$ cat src/rtl/fp32_pkg.sv
// Shared fp32 constants, field widths and the arithmetic-unit state encoding.
// Used by the multiplier and the bias adder.
package fp32_pkg;

  localparam int EXP_W    = 8;
  localparam int MAN_W    = 23;
  localparam int EXP_BIAS = 127;

  localparam logic [31:0] FP_QNAN    = 32'h7FC00000;
  localparam logic [31:0] FP_POS_INF = 32'h7F800000;

  typedef enum logic [2:0] {
    IDLE,
    MUL,
    NORM,
    ROUND,
    DONE
  } fp_state_t;

endpackage

$ cat src/rtl/fp32_round_pack.sv
// Combinational round-to-nearest-even, overflow/underflow saturation and fp32 pack
// from a normalised {sign, exp, 1.mantissa, guard, sticky} tuple.
module fp32_round_pack
  import fp32_pkg::*;
(
  input  logic                    sign,
  input  logic signed [EXP_W+1:0] exp_in,
  input  logic [MAN_W:0]          man_in,
  input  logic                    guard,
  input  logic                    sticky,
  output logic [31:0]             result
);

  logic                    round_up;
  logic [MAN_W+1:0]        man_sum;
  logic signed [EXP_W+1:0] exp_adj;
  logic [MAN_W-1:0]        frac;

  always_comb begin
    round_up = guard & (sticky | man_in[0]);
    man_sum  = {1'b0, man_in} + {{(MAN_W+1){1'b0}}, round_up};
    // Carry out of the mantissa means 10.000..0; renormalise by one place.
    exp_adj  = exp_in + $signed({{(EXP_W+1){1'b0}}, man_sum[MAN_W+1]});
    frac     = man_sum[MAN_W+1] ? man_sum[MAN_W:1] : man_sum[MAN_W-1:0];

    if (exp_adj >= 10'sd255) begin
      result = {sign, FP_POS_INF[30:0]};
    end else if (exp_adj <= 10'sd0) begin
      result = {sign, 31'b0};
    end else begin
      result = {sign, exp_adj[EXP_W-1:0], frac};
    end
  end

endmodule

$ cat src/rtl/fp_multiplier.sv
// Multi-cycle fp32 multiplier: capture, multiply, normalise, round.
// One result per five cycles; value_out holds until the next round completes.
module fp_multiplier
  import fp32_pkg::*;
#(
  parameter int DATA_WIDTH = 32
) (
  input  logic                  clk,
  input  logic                  rstn,
  input  logic                  start,
  input  logic [DATA_WIDTH-1:0] a_in,
  input  logic [DATA_WIDTH-1:0] b_in,
  output logic                  done,
  output logic [DATA_WIDTH-1:0] value_out
);

  fp_state_t state, state_nxt;

  logic [DATA_WIDTH-1:0] a_reg, b_reg;

  // MUL-stage unpack and special-case resolution
  logic                    sa, sb, sign_c;
  logic [EXP_W-1:0]        ea, eb;
  logic [MAN_W-1:0]        fa, fb;
  logic                    a_zero, b_zero, a_inf, b_inf, a_nan, b_nan;
  logic [MAN_W:0]          ma, mb;
  logic [47:0]             prod_c;
  logic signed [EXP_W+1:0] exp_c;
  logic                    special_c;
  logic [31:0]             special_val_c;

  logic [47:0]             prod_r;
  logic                    sign_r;
  logic signed [EXP_W+1:0] exp_r;
  logic                    special_r;
  logic [31:0]             special_val_r;

  // NORM-stage results
  logic [MAN_W:0]          man_c, man_r;
  logic                    guard_c, guard_r, sticky_c, sticky_r;
  logic signed [EXP_W+1:0] exp_n_c, exp_n_r;

  logic [31:0]             rounded_c;

  always_ff @(posedge clk or negedge rstn) begin
    if (!rstn) state <= IDLE;
    else       state <= state_nxt;
  end

  always_comb begin
    state_nxt = state;
    case (state)
      IDLE:    if (start) state_nxt = MUL;
      MUL:     state_nxt = NORM;
      NORM:    state_nxt = ROUND;
      ROUND:   state_nxt = DONE;
      DONE:    state_nxt = IDLE;
      default: state_nxt = IDLE;
    endcase
  end

  always_comb begin
    sa     = a_reg[31];
    sb     = b_reg[31];
    ea     = a_reg[30:23];
    eb     = b_reg[30:23];
    fa     = a_reg[22:0];
    fb     = b_reg[22:0];
    sign_c = sa ^ sb;

    // Exponent 0 covers both true zero and denormals, which are flushed.
    a_zero = (ea == '0);
    b_zero = (eb == '0);
    a_inf  = (ea == '1) && (fa == '0);
    b_inf  = (eb == '1) && (fb == '0);
    a_nan  = (ea == '1) && (fa != '0);
    b_nan  = (eb == '1) && (fb != '0);

    ma     = a_zero ? '0 : {1'b1, fa};
    mb     = b_zero ? '0 : {1'b1, fb};
    prod_c = {24'b0, ma} * {24'b0, mb};
    exp_c  = $signed({2'b00, ea}) + $signed({2'b00, eb}) - 10'(EXP_BIAS);

    special_c     = 1'b0;
    special_val_c = '0;
    if (a_nan || b_nan || (a_zero && b_inf) || (a_inf && b_zero)) begin
      special_c     = 1'b1;
      special_val_c = FP_QNAN;
    end else if (a_inf || b_inf) begin
      special_c     = 1'b1;
      special_val_c = {sign_c, FP_POS_INF[30:0]};
    end else if (a_zero || b_zero) begin
      special_c     = 1'b1;
      special_val_c = {sign_c, 31'b0};
    end
  end

  // Product of two 1.x mantissas lies in [1,4): leading one is bit 47 or bit 46.
  always_comb begin
    if (prod_r[47]) begin
      man_c    = prod_r[47:24];
      guard_c  = prod_r[23];
      sticky_c = |prod_r[22:0];
      exp_n_c  = exp_r + 10'sd1;
    end else begin
      man_c    = prod_r[46:23];
      guard_c  = prod_r[22];
      sticky_c = |prod_r[21:0];
      exp_n_c  = exp_r;
    end
  end

  fp32_round_pack u_round_pack (
    .sign   (sign_r),
    .exp_in (exp_n_r),
    .man_in (man_r),
    .guard  (guard_r),
    .sticky (sticky_r),
    .result (rounded_c)
  );

  always_ff @(posedge clk or negedge rstn) begin
    if (!rstn) begin
      a_reg         <= '0;
      b_reg         <= '0;
      prod_r        <= '0;
      sign_r        <= 1'b0;
      exp_r         <= '0;
      special_r     <= 1'b0;
      special_val_r <= '0;
      man_r         <= '0;
      guard_r       <= 1'b0;
      sticky_r      <= 1'b0;
      exp_n_r       <= '0;
      value_out     <= '0;
      done          <= 1'b0;
    end else begin
      done <= (state == ROUND);
      case (state)
        IDLE: begin
          if (start) begin
            a_reg <= a_in;
            b_reg <= b_in;
          end
        end
        MUL: begin
          prod_r        <= prod_c;
          sign_r        <= sign_c;
          exp_r         <= exp_c;
          special_r     <= special_c;
          special_val_r <= special_val_c;
        end
        NORM: begin
          man_r    <= man_c;
          guard_r  <= guard_c;
          sticky_r <= sticky_c;
          exp_n_r  <= exp_n_c;
        end
        ROUND: begin
          value_out <= special_r ? special_val_r : rounded_c;
        end
        default: ;
      endcase
    end
  end

endmodule

$ cat config.mk
export PLATFORM = sky130hd
export DESIGN_NAME = fp_multiplier
export DESIGN_NICKNAME = d
export VERILOG_FILES = /design/src/rtl/fp32_pkg.sv /design/src/rtl/fp32_round_pack.sv /design/src/rtl/fp_multiplier.sv
export SDC_FILE = /design/constraint.sdc
export NUM_CORES = 2
export LEC_CHECK = 0
export BUFFER_PORTS_ARGS = -buffer_cell sky130_fd_sc_hd__buf_4
export CAP_MARGIN = 0
export CORE_MARGIN = 2
export CORE_UTILIZATION = 30
export DETAILED_ROUTE_END_ITERATION = 10
export PLACE_DENSITY = 0.46
export SYNTH_ARGS = -nofsm -noshare
export SYNTH_HDL_FRONTEND = slang
export SYNTH_SLANG_ARGS = --single-unit
$ cat constraint.sdc
create_clock -name clk -period 11.1 [get_ports clk]
set_input_delay 2.22 -clock clk [delete_from_list [all_inputs] [get_ports clk]]
set_output_delay 2.22 -clock clk [all_outputs]
set_load 0.005 [all_outputs]
==> results.md <==
- The final clock skew is around 0.028 ns.
- The detail route stage leaves a number of antenna-violating nets equal to 0.
- Across all register-to-register paths, the minimum setup slack is between 1.5 and 2 ns.
- Dividing the detail-routed via count by the number of cells gives ~5.
- The post-synthesis instance total is 3,112.
- The setup-violating endpoint count in the final report is 0.
- The largest register by flop count is prod_r.
- The number of different library cells in the post-synthesis netlist is 69.
- The clock period minus final worst setup slack is just over 9 ns.
- By area the synthesized netlist is led by fa_1 34%, dfrtp_1 18%, ha_1 8.5%, inv_1 7.7%, and3_1 6.2%.
- The final weighted congestion in routability-driven placement is slightly below 0.9.
- The adder and majority cell fraction of the synthesized area is 0.4255.
- The synthesized netlist net count is 3,856.
- Post-CTS timing repair inserted 0 buffers for setup.
- For the pin with the worst max-slew slack, the measured transition is 1.247 ns.
- The first detailed-routing pass ran for 5 iterations.
- The area fraction in compound gates after synthesis is 0.06984.
- The number of antenna violations at the first check in global routing is 2.
- The wire length of the first global-routing pass is between 100 and 150 mm.
- Of the total synthesized cell area, the portion taken by XOR and XNOR cells is 0.02495.
- The most instantiated library cell after synthesis is inv_1.
- The average wire length per cell after detail routing is 20.68 um.
- The via count is between 20,000 and 25,000.
- Hold repair after CTS inserted 0 buffers.
- For this run, the total global-route usage over all layers was measured as 0.1880.
- The number of maximum-capacitance constraint violations is 0.
- Headroom to the max-slew limit came out at 0.1689.
- The H-tree was split into 4 levels.
- The number of synthesized flops with an enable pin is 0.
- The clock sink count is 199.
- For this design the top-level I/O count stands at 100.
- The TritonCTS clock tree is yes.
- The maximum net fanout on the critical path is 48.
- The number of register bits inferred by synthesis is a little under 200.
- The fraction of registers with async set/reset is 1.000.
- The total DRC errors in the routed layout is 0.
- The clock root buffer is clkbuf_16.
- The critical path in this run is classified as reg2reg.
- Of the synthesized area, sequential elements account for 0.1752.
- By count the netlist is led by 581 x inv_1, 483 x fa_1, 407 x nand2_1.
- The most used flip-flop cell after synthesis is dfrtp_1.
- The final non-filler cell total is 4,353.
- The ratio of final minimum period to clock period is 0.8264.
- The die is slightly above 300 um tall.
- Buffers placed on the I/O ports in this run total 99.
- Summing every instance area after synthesis gives 0.02843 mm^2.
- In this run the worst hold path is classified as reg2reg.
- Of the total synthesized cell area, the portion taken by AND, OR, NAND and NOR gates is 0.1671.
- The final layout contains 3,828 nets.
- Of the post-synthesis cell area, the dominant cell type holds 0.3401.
- The cell with the largest stage delay on the worst path is a2111oi_0.
- Timing would allow up to between 100 and 150 MHz.
- The run finished with clean final reports.
- The clock network latency to the later pin of the worst-skew pair is 0.50 ns.
- Detailed placement ended at an HPWL of 68.09 mm.
- The post-synthesis mux area share is 0.03327.
- The required time at the worst-slack endpoint is 11.47 ns.
- The cell count after placement is ~4,300.
- The flip-flop count of the largest register, all copies and words added is 48.
- The number of DRC markers after the initial detailed-route iteration is 1,607.
- The number of gates resized after CTS is 0.
- Clock-pin slew was measured on the worst setup and hold paths at 0.09 ns.
- Summed over all layers, the global routing overflow is 0.
- The largest family of logic cells by synthesized area is adder cells.
- The starting utilization of the core area is 0.3037.
- The launching element type of the critical path is a flop.
- The die area is 0.09725 mm^2.
- Measured along the x axis, the die boundary spans approximately 310 um.
- The count of endpoints failing hold in the final timing report is 0.
- Summed over all failing endpoints, the final setup total negative slack is 0 ns.
- Buffers inserted during clock tree synthesis total 17.
- Setup repair after global routing left no endpoint under its margin.
- The core region is 0.09361 mm^2.
- The synthesized design spends more area on one cell type than any other, namely fa_1.
- Entering global routing, the biggest net connects approximately 170 pins.
- The number of global-route vias before repair is 22,219.
- In this run the deepest clock path goes through 2 buffers.
- Dividing the synthesized area by the synthesized cell count gives 9.136 um^2.
- The share of layout cells above drive strength 1 is 0.08912.
- The largest stage delay on the critical path is 0.86 ns.
- The count of synthesis-stage warnings from yosys is 0.
- The post-detailed-routing wire length is approximately 90 mm.
- The number of placement rows is 112.
- STA classifies the critical path endpoint as a flop.
- The count of pins over their slew limit is 0.
- Data arrives at the worst endpoint at 9.54 ns.
- The area growth from synthesis to layout is 9.312%.
[worst max-delay path: cells and delay by family (launching register included)]
kind                     cells  cell delay (ns)
AO/OA/AOI/OAI                6             1.73
AND/OR/NAND/NOR              6             1.55
flip-flops                   1             0.41
adder cells (fa/ha/maj)      8             3.95
buffers and inverters        9             1.19
XOR/XNOR                     1             0.14
[logic make-up after synthesis]
logic type / count (synthesis)
AO/OA/AOI/OAI: 317
XOR/XNOR: 81
adder cells (fa/ha/maj): 677
buffers and inverters: 789
flip-flops: 199
multiplexers: 87
AND/OR/NAND/NOR: 962
[final cells by class]
class / instances / area, um^2
tap: 1254 / 1569
fill: 10003 / 62530
clock buffer: 17 / 425.4
clock inverter: 15 / 181.4
multi-input combinational: 2124 / 20520
timing repair buffer: 159 / 1214
inverter: 583 / 2188
sequential: 199 / 4980
antenna: 2 / 5.005
[worst paths after layout]
path / start / end / cells after the start
max: b_reg[28]$_DFFE_PN0P_ / prod_r[43]$_DFFE_PN0P_ / 30
min: prod_r[6]$_DFFE_PN0P_ / prod_r[6]$_DFFE_PN0P_ / 2
max reg2reg: b_reg[28]$_DFFE_PN0P_ / prod_r[43]$_DFFE_PN0P_ / 30
min reg2reg: prod_r[6]$_DFFE_PN0P_ / prod_r[6]$_DFFE_PN0P_ / 2
max in group asynchronous: rstn / b_reg[6]$_DFFE_PN0P_ / 3
min in group asynchronous: rstn / value_out[16]$_DFFE_PN0P_ / 1
[cell usage in the layout, fill, tap and decap left out, drive strengths merged, types with 18 or more instances in the layout]
cell type  netlist  final
inv            582    588
fa             483    483
nand2          407    407
and3           282    282
dfrtp          199    199
ha             194    194
buf              3    159
o21ai          101    101
a21oi          100    100
nor2            82     82
mux2            60     60
nand3           57     57
and2            44     44
xnor2           43     43
xor2            38     38
mux2i           27     27
nand4           25     25
a21o            22     22
o21bai          18     18
[metal layers]
| layer | GRT usage | share of wire | vias to the layer above | routed length [um] |
|---|---|---|---|---|
| li1 | - | - | 9755 | - |
| met3 | 0.02775 | 0.058 | 85 | 5257 |
| met1 | 0.2785 | 0.48 | 10708 | 43510 |
| met4 | 0.03999 | 0.021 | 0 | 1855 |
| met5 | 0 | 0 | - | 0 |
| met2 | 0.2893 | 0.44 | 604 | 39400 |
[per-stage QoR]
stage	util	setup WS (ns)	hold slack, ns	cell area, um^2
after detailed placement	0.3255	1.815	0.4625	30470
after global placement	0.3255	1.900	0.4555	30470
after CTS	0.3319	1.783	0.4828	31070
final	0.3320	1.927	0.4774	31080
after global routing	0.3319	1.406	0.5119	31070
after floorplan	-	3.249	0.4401	28430
Power is not shown: default switching activity piles up to over one toggle a cycle in this logic, so the estimate is an artifact.
